### config.mk
export PLATFORM = sky130hd
export DESIGN_NAME = ab_seq_gen
export DESIGN_NICKNAME = d
export VERILOG_FILES = /design/src/rtl/ab_seq_pkg.sv /design/src/rtl/ab_shift_reg.sv /design/src/rtl/ab_seq_gen.sv
export SDC_FILE = /design/constraint.sdc
export NUM_CORES = 1
export LEC_CHECK = 0
export ABC_AREA = 1
export CORE_ASPECT_RATIO = 1.25
export CORE_MARGIN = 2
export CORE_UTILIZATION = 50
export DETAILED_ROUTE_END_ITERATION = 10
export GPL_TIMING_DRIVEN = 0
export MAX_ROUTING_LAYER = met4
export PLACE_DENSITY = 0.78
export SLEW_MARGIN = 30
export SYNTH_ARGS = -nofsm -noshare
export SYNTH_HDL_FRONTEND = slang
export SYNTH_SLANG_ARGS = --single-unit
### constraint.sdc
create_clock -name clk -period 4.55 [get_ports clk]
set_input_delay 0.91 -clock clk [delete_from_list [all_inputs] [get_ports clk]]
set_output_delay 0.91 -clock clk [all_outputs]
set_load 0.05 [all_outputs]
### src/rtl/ab_seq_pkg.sv
// Shared types, default parameters and helpers for the ab_seq_gen pattern transmitter.
package ab_seq_pkg;

    typedef enum logic [1:0] {
        IDLE  = 2'd0,
        SHIFT = 2'd1,
        GAP   = 2'd2,
        DONE  = 2'd3
    } ab_seq_state_t;

    localparam int AB_MAX_LEN = 16;
    localparam int AB_LEN_W   = 5;
    localparam int AB_REP_W   = 4;
    localparam int AB_GAP_CYC = 2;

    // Saturates a requested pass length to the width of the pattern registers.
    function automatic int ab_clamp_len(input int req_len, input int max_len);
        return (req_len > max_len) ? max_len : req_len;
    endfunction

endpackage

### src/rtl/ab_shift_reg.sv
// Two-lane load-and-shift register; lane bit 0 is the bit currently presented on a/b.
module ab_shift_reg #(
    parameter int WIDTH = 16
) (
    input  logic             clk,
    input  logic             reset,
    input  logic             load,
    input  logic             shift,
    input  logic [WIDTH-1:0] load_a,
    input  logic [WIDTH-1:0] load_b,
    output logic             lsb_a,
    output logic             lsb_b
);

    logic [WIDTH-1:0] sr_a;
    logic [WIDTH-1:0] sr_b;

    // Load takes priority so a new pass can start on the same edge the old one ends.
    always_ff @(posedge clk or negedge reset) begin
        if (!reset) begin
            sr_a <= '0;
            sr_b <= '0;
        end else if (load) begin
            sr_a <= load_a;
            sr_b <= load_b;
        end else if (shift) begin
            sr_a <= {1'b0, sr_a[WIDTH-1:1]};
            sr_b <= {1'b0, sr_b[WIDTH-1:1]};
        end
    end

    assign lsb_a = sr_a[0];
    assign lsb_b = sr_b[0];

endmodule

### src/rtl/ab_seq_gen.sv
// Programmable two-lane serial pattern transmitter feeding the a/b inputs of a sequence detector.
module ab_seq_gen
    import ab_seq_pkg::*;
#(
    parameter int MAX_LEN = AB_MAX_LEN,
    parameter int LEN_W   = AB_LEN_W,
    parameter int REP_W   = AB_REP_W,
    parameter int GAP_CYC = AB_GAP_CYC
) (
    input  logic               clk,
    input  logic               reset,
    input  logic               start,
    input  logic [MAX_LEN-1:0] pat_a,
    input  logic [MAX_LEN-1:0] pat_b,
    input  logic [LEN_W-1:0]   len,
    input  logic [REP_W-1:0]   reps,
    output logic               a,
    output logic               b,
    output logic               busy,
    output logic               done,
    output logic [LEN_W-1:0]   bit_idx
);

    localparam int GAP_W = (GAP_CYC > 0) ? $clog2(GAP_CYC + 1) : 1;
    localparam logic [GAP_W-1:0] GAP_LOAD = GAP_W'((GAP_CYC > 0) ? GAP_CYC - 1 : 0);

    ab_seq_state_t    state_q, state_d;
    logic [MAX_LEN-1:0] pat_a_q, pat_b_q;
    logic [LEN_W-1:0] len_eff_q;
    logic [REP_W-1:0] reps_eff_q;
    logic [REP_W-1:0] rep_cnt_q, rep_cnt_d;
    logic [GAP_W-1:0] gap_cnt_q, gap_cnt_d;
    logic [LEN_W-1:0] bit_idx_q, bit_idx_d;
    logic             busy_q, done_q;

    logic             latch;
    logic             last_bit;
    logic             sr_load, sr_shift;
    logic [MAX_LEN-1:0] sr_data_a, sr_data_b;
    logic [LEN_W-1:0] len_eff_d;
    logic [REP_W-1:0] reps_eff_d;

    assign len_eff_d  = LEN_W'(ab_clamp_len(int'(len), MAX_LEN));
    assign reps_eff_d = (reps == '0) ? REP_W'(1) : reps;
    assign last_bit   = (bit_idx_q == len_eff_q - 1'b1);

    // Next-state and control: loading zeros into the shifter is how a/b are forced low outside SHIFT.
    always_comb begin
        state_d   = state_q;
        bit_idx_d = bit_idx_q;
        rep_cnt_d = rep_cnt_q;
        gap_cnt_d = gap_cnt_q;
        latch     = 1'b0;
        sr_load   = 1'b0;
        sr_shift  = 1'b0;
        sr_data_a = '0;
        sr_data_b = '0;
        case (state_q)
            IDLE: begin
                bit_idx_d = '0;
                if (start && (len != '0)) begin
                    latch     = 1'b1;
                    state_d   = SHIFT;
                    rep_cnt_d = REP_W'(1);
                    sr_load   = 1'b1;
                    sr_data_a = pat_a;
                    sr_data_b = pat_b;
                end
            end
            SHIFT: begin
                if (!last_bit) begin
                    bit_idx_d = bit_idx_q + 1'b1;
                    sr_shift  = 1'b1;
                end else if (rep_cnt_q == reps_eff_q) begin
                    state_d   = DONE;
                    bit_idx_d = '0;
                    sr_load   = 1'b1;
                end else begin
                    rep_cnt_d = rep_cnt_q + 1'b1;
                    bit_idx_d = '0;
                    sr_load   = 1'b1;
                    if (GAP_CYC == 0) begin
                        sr_data_a = pat_a_q;
                        sr_data_b = pat_b_q;
                    end else begin
                        state_d   = GAP;
                        gap_cnt_d = GAP_LOAD;
                    end
                end
            end
            GAP: begin
                if (gap_cnt_q == '0) begin
                    state_d   = SHIFT;
                    bit_idx_d = '0;
                    sr_load   = 1'b1;
                    sr_data_a = pat_a_q;
                    sr_data_b = pat_b_q;
                end else begin
                    gap_cnt_d = gap_cnt_q - 1'b1;
                end
            end
            DONE: begin
                state_d   = IDLE;
                bit_idx_d = '0;
            end
            default: begin
                state_d   = IDLE;
                bit_idx_d = '0;
            end
        endcase
    end

    // State, counters and registered status outputs.
    always_ff @(posedge clk or negedge reset) begin
        if (!reset) begin
            state_q   <= IDLE;
            bit_idx_q <= '0;
            rep_cnt_q <= '0;
            gap_cnt_q <= '0;
            busy_q    <= 1'b0;
            done_q    <= 1'b0;
        end else begin
            state_q   <= state_d;
            bit_idx_q <= bit_idx_d;
            rep_cnt_q <= rep_cnt_d;
            gap_cnt_q <= gap_cnt_d;
            busy_q    <= (state_d == SHIFT) || (state_d == GAP);
            done_q    <= (state_d == DONE);
        end
    end

    // Transfer parameters are captured once so later input changes cannot disturb a transfer.
    always_ff @(posedge clk or negedge reset) begin
        if (!reset) begin
            pat_a_q    <= '0;
            pat_b_q    <= '0;
            len_eff_q  <= '0;
            reps_eff_q <= '0;
        end else if (latch) begin
            pat_a_q    <= pat_a;
            pat_b_q    <= pat_b;
            len_eff_q  <= len_eff_d;
            reps_eff_q <= reps_eff_d;
        end
    end

    ab_shift_reg #(
        .WIDTH (MAX_LEN)
    ) u_shift (
        .clk    (clk),
        .reset  (reset),
        .load   (sr_load),
        .shift  (sr_shift),
        .load_a (sr_data_a),
        .load_b (sr_data_b),
        .lsb_a  (a),
        .lsb_b  (b)
    );

    assign busy    = busy_q;
    assign done    = done_q;
    assign bit_idx = bit_idx_q;

endmodule

==> flow_metrics.env <==
export IMPL_drive_gt1_share_pct=8.20
export IMPL_cp_arrival_ns=1.70
export IMPL_start_kind="flop"
export IMPL_switching_share_pct=42.3
export IMPL_start_util_pct=51.2
export IMPL_regArea_mm2=0.00220
export IMPL_num_rows=38
export IMPL_io_buffers=52
export IMPL_tightest_slew_ns=0.498
export IMPL_coreArea_mm2=0.00865
export IMPL_place_ws_ns=1.61
export IMPL_clock_skew_ns=0.0109
export IMPL_postRouteAntennaNets=0
export IMPL_antenna_cells=0
export IMPL_p_seq_share_pct=37.9
export IMPL_cts_buffers=9
export IMPL_postCtsHoldBufs=0
export IMPL_critPathMaxStageDelay_ns=0.86
export IMPL_clkPwrFrac_pct=16.4
export IMPL_post_route_min_period_ns=2.61
export IMPL_viasPerCell=5.02
export IMPL_fillers=802
export IMPL_die_area_mm2=0.00963
export IMPL_synth_compound_area_share_pct=10.3
export IMPL_critical_path_top_delay_family="buffers and inverters"
export IMPL_criticalPathCategory="flop to output pin"
export IMPL_clk_latency_ns=0.37
export IMPL_post_drt_wl_per_cell_um=12.8
export IMPL_ys_ff_latch=88
export IMPL_dr_pass1_iters=4
export IMPL_synth_simple_area_share_pct=25.6
export IMPL_seq_area_frac_synth_pct=49.7
export IMPL_synthDominantCellAreaShare_pct=49.7
export IMPL_syn_num_nets=626
export IMPL_leakage_nw=2.73
export IMPL_p_per_area_mw_per_mm2=633
export IMPL_post_dp_hpwl_um=7080
export IMPL_synth_area_mux_share_pct=0
export IMPL_slew_headroom_pct=66.7
export IMPL_ys_flop_type="dfrtp_1"
export IMPL_synth_most_common_cell="nand2_1"
export IMPL_grt_pass1_vias=3892
export IMPL_areaGrowthSynthToFinish_pct=20.3
export IMPL_ios=53
export IMPL_synthArstFlopShare_pct=100
export IMPL_cp_num_buf_inv=1
export IMPL_hold_class="input port to asynchronous set/reset pin"
export IMPL_worstPathMaxFanout=6
export IMPL_hold_viol_final=0
export IMPL_slew_violations=0
export IMPL_cts_sinks=88
export IMPL_synth_top_family_by_area="simple AND/OR/NAND/NOR gates"
export IMPL_multiInputGateArea_mm2=0.00172
export IMPL_grt_max_degree=50
export IMPL_synth_area_leaders="dfrtp_1 50%, nand2_1 15%, nand3_1 8.1%, o21ai_0 8.0%, inv_1 7.5%"
export IMPL_synth_area_leader_cell="dfrtp_1"
export IMPL_status="finished clean"
export IMPL_pwr_share_comb_pct=45.7
export IMPL_drc=0
export IMPL_finalWirelength_um=9790
export IMPL_rsz0062_at_grt="no"
export IMPL_die_w_um=88.2
export IMPL_power_switching_w=0.00143
export IMPL_clk_pin_slew_ns=0.08
export IMPL_overflow=0
export IMPL_synth_edff_count=0
export IMPL_yosysWarnings=0
export IMPL_synth_common_cells="173 x nand2_1, 88 x dfrtp_1, 88 x inv_1"
export IMPL_p_int_w=0.00195
export IMPL_syn_avg_cell_area_um2=7.68
export IMPL_path_cells="clkdlybuf4s50_1"
export IMPL_antenna_found_initial=0
export IMPL_post_route_worst_setup_slack_ns=1.94
export IMPL_synthAdderAreaFrac_pct=1.41
export IMPL_grt_first_pass_wirelength_um=17100
export IMPL_cp_slowest_cell="clkdlybuf4s50_1"
export IMPL_cts_resized=0
export IMPL_yosys_cell_types_count=28
export IMPL_fmax_ghz=0.383
export IMPL_ir_worst_vdd_mv=0.394
export IMPL_synth_xor_area_share_pct=1.58
export IMPL_first_iter_violations=217
export IMPL_synth_cell_area_mm2=0.00443
export IMPL_cp_required_ns=3.64
export IMPL_cp_end_kind="output pin"
export IMPL_total_power_w=0.00337
export IMPL_cts_tree="built"
export IMPL_cts_buffer_depth=2
export IMPL_clock_root_buffer="clkbuf_8"
export IMPL_gp_congestion=0.833
export IMPL_die_h_um=109
export IMPL_synthCells=577
export IMPL_finalSetupViolCount=0
export IMPL_grt_total_usage_pct=23.5
export IMPL_finalNetCount=690
export IMPL_num_vias=3843
export IMPL_postCtsSetupRepairBufs=0
export IMPL_h_tree_depth=3
export IMPL_period_share_pct=57.3
export IMPL_maxCapViolations=0
path summary, 6_finish.rpt:
check                             start           to  slack [ns]  cells past startpoint
setup / recovery             bit_idx[2]   bit_idx[2]        1.94                      1
hold / removal                    reset   bit_idx[4]        0.44                      1
setup reg to reg           len_eff_q[0]         busy        2.32                     14
hold reg to reg             pat_b_q[15]  pat_b_q[15]        0.50                      2
max in group asynchronous         reset   pat_a_q[7]        3.56                      2
min in group clk            pat_b_q[15]  pat_b_q[15]        0.50                      2
cell families (layout without fill, tap and decap cells):
logic type      count (synthesis)  count (layout)
simple gates                  266             266
buf+inv                       122             191
compound gates                 88              88
flops                          88              88
xor+xnor                        8               8
fa+ha+maj                       5               5
cell type report:
| class | count | share of cell area, % |
|---|---|---|
| Multi-Input combinational cell | 367 | 32.3 |
| Sequential cell | 88 | 41.3 |
| Timing Repair Buffer | 53 | 10.3 |
| Buffer | 28 | 2.86 |
| Clock inverter | 3 | 0.751 |
| Tap cell | 120 | 2.82 |
| Clock buffer | 13 | 2.98 |
| Inverter | 94 | 6.62 |
routing by layer:
layer  routed length, um  vias to the layer above  GRT usage (%)  share of wire (%)
met1                4110                     1809           28.1                 42
met5                   0                        -              -                  0
met4                 257                        0           10.3                2.6
met3                 418                       22           4.16                4.3
met2                5010                       79           38.8                 51
li1                    -                     1933              -                  -
cells in the final DEF (no fill, tap or decap), drive strengths merged, types with 3 or more instances in the layout:
cell           count
nand4              4
xnor2              4
nor2              11
ha                 5
clkdlybuf4s50     51
inv               93
buf               24
o21ai             74
nand2            174
clkbuf            19
xor2               4
clkinv             3
a21oi              7
nand3             73
dfrtp             88
registers in the layout (all words and copies together), names as in the netlist:
signal / count
bit_idx: 5
rep_cnt_q: 4
state_q: 2
len_eff_q: 5
u_shift.sr_a: 16
gap_cnt_q: 2
done: 1
pat_b_q: 16
pat_a_q: 16
busy: 1
reps_eff_q: 4
u_shift.sr_b: 16
power groups by stage:
stage,clock network (W),logic (W),registers (W)
floorplan,0,0.00105,0.00135
global placement,0,0.00149,0.00128
detailed placement,0,0.00155,0.00129
CTS,0.000563,0.00155,0.00128
global route,0.000595,0.00177,0.00131
finish,0.000554,0.00154,0.00128
per-stage QoR:
step	util [%]	std cells	hold WS, ns	instance area, um^2	TNS (ns)
global placement	59.0	749	0.468	5100	-57.97
CTS	61.6	766	0.459	5330	0
floorplan	-	577	0.454	4430	0
detailed placement	59.3	750	0.478	5130	0
finish	61.6	766	0.443	5330	0
global route	61.6	766	0.468	5330	0
(Power assumes the default switching activity.)
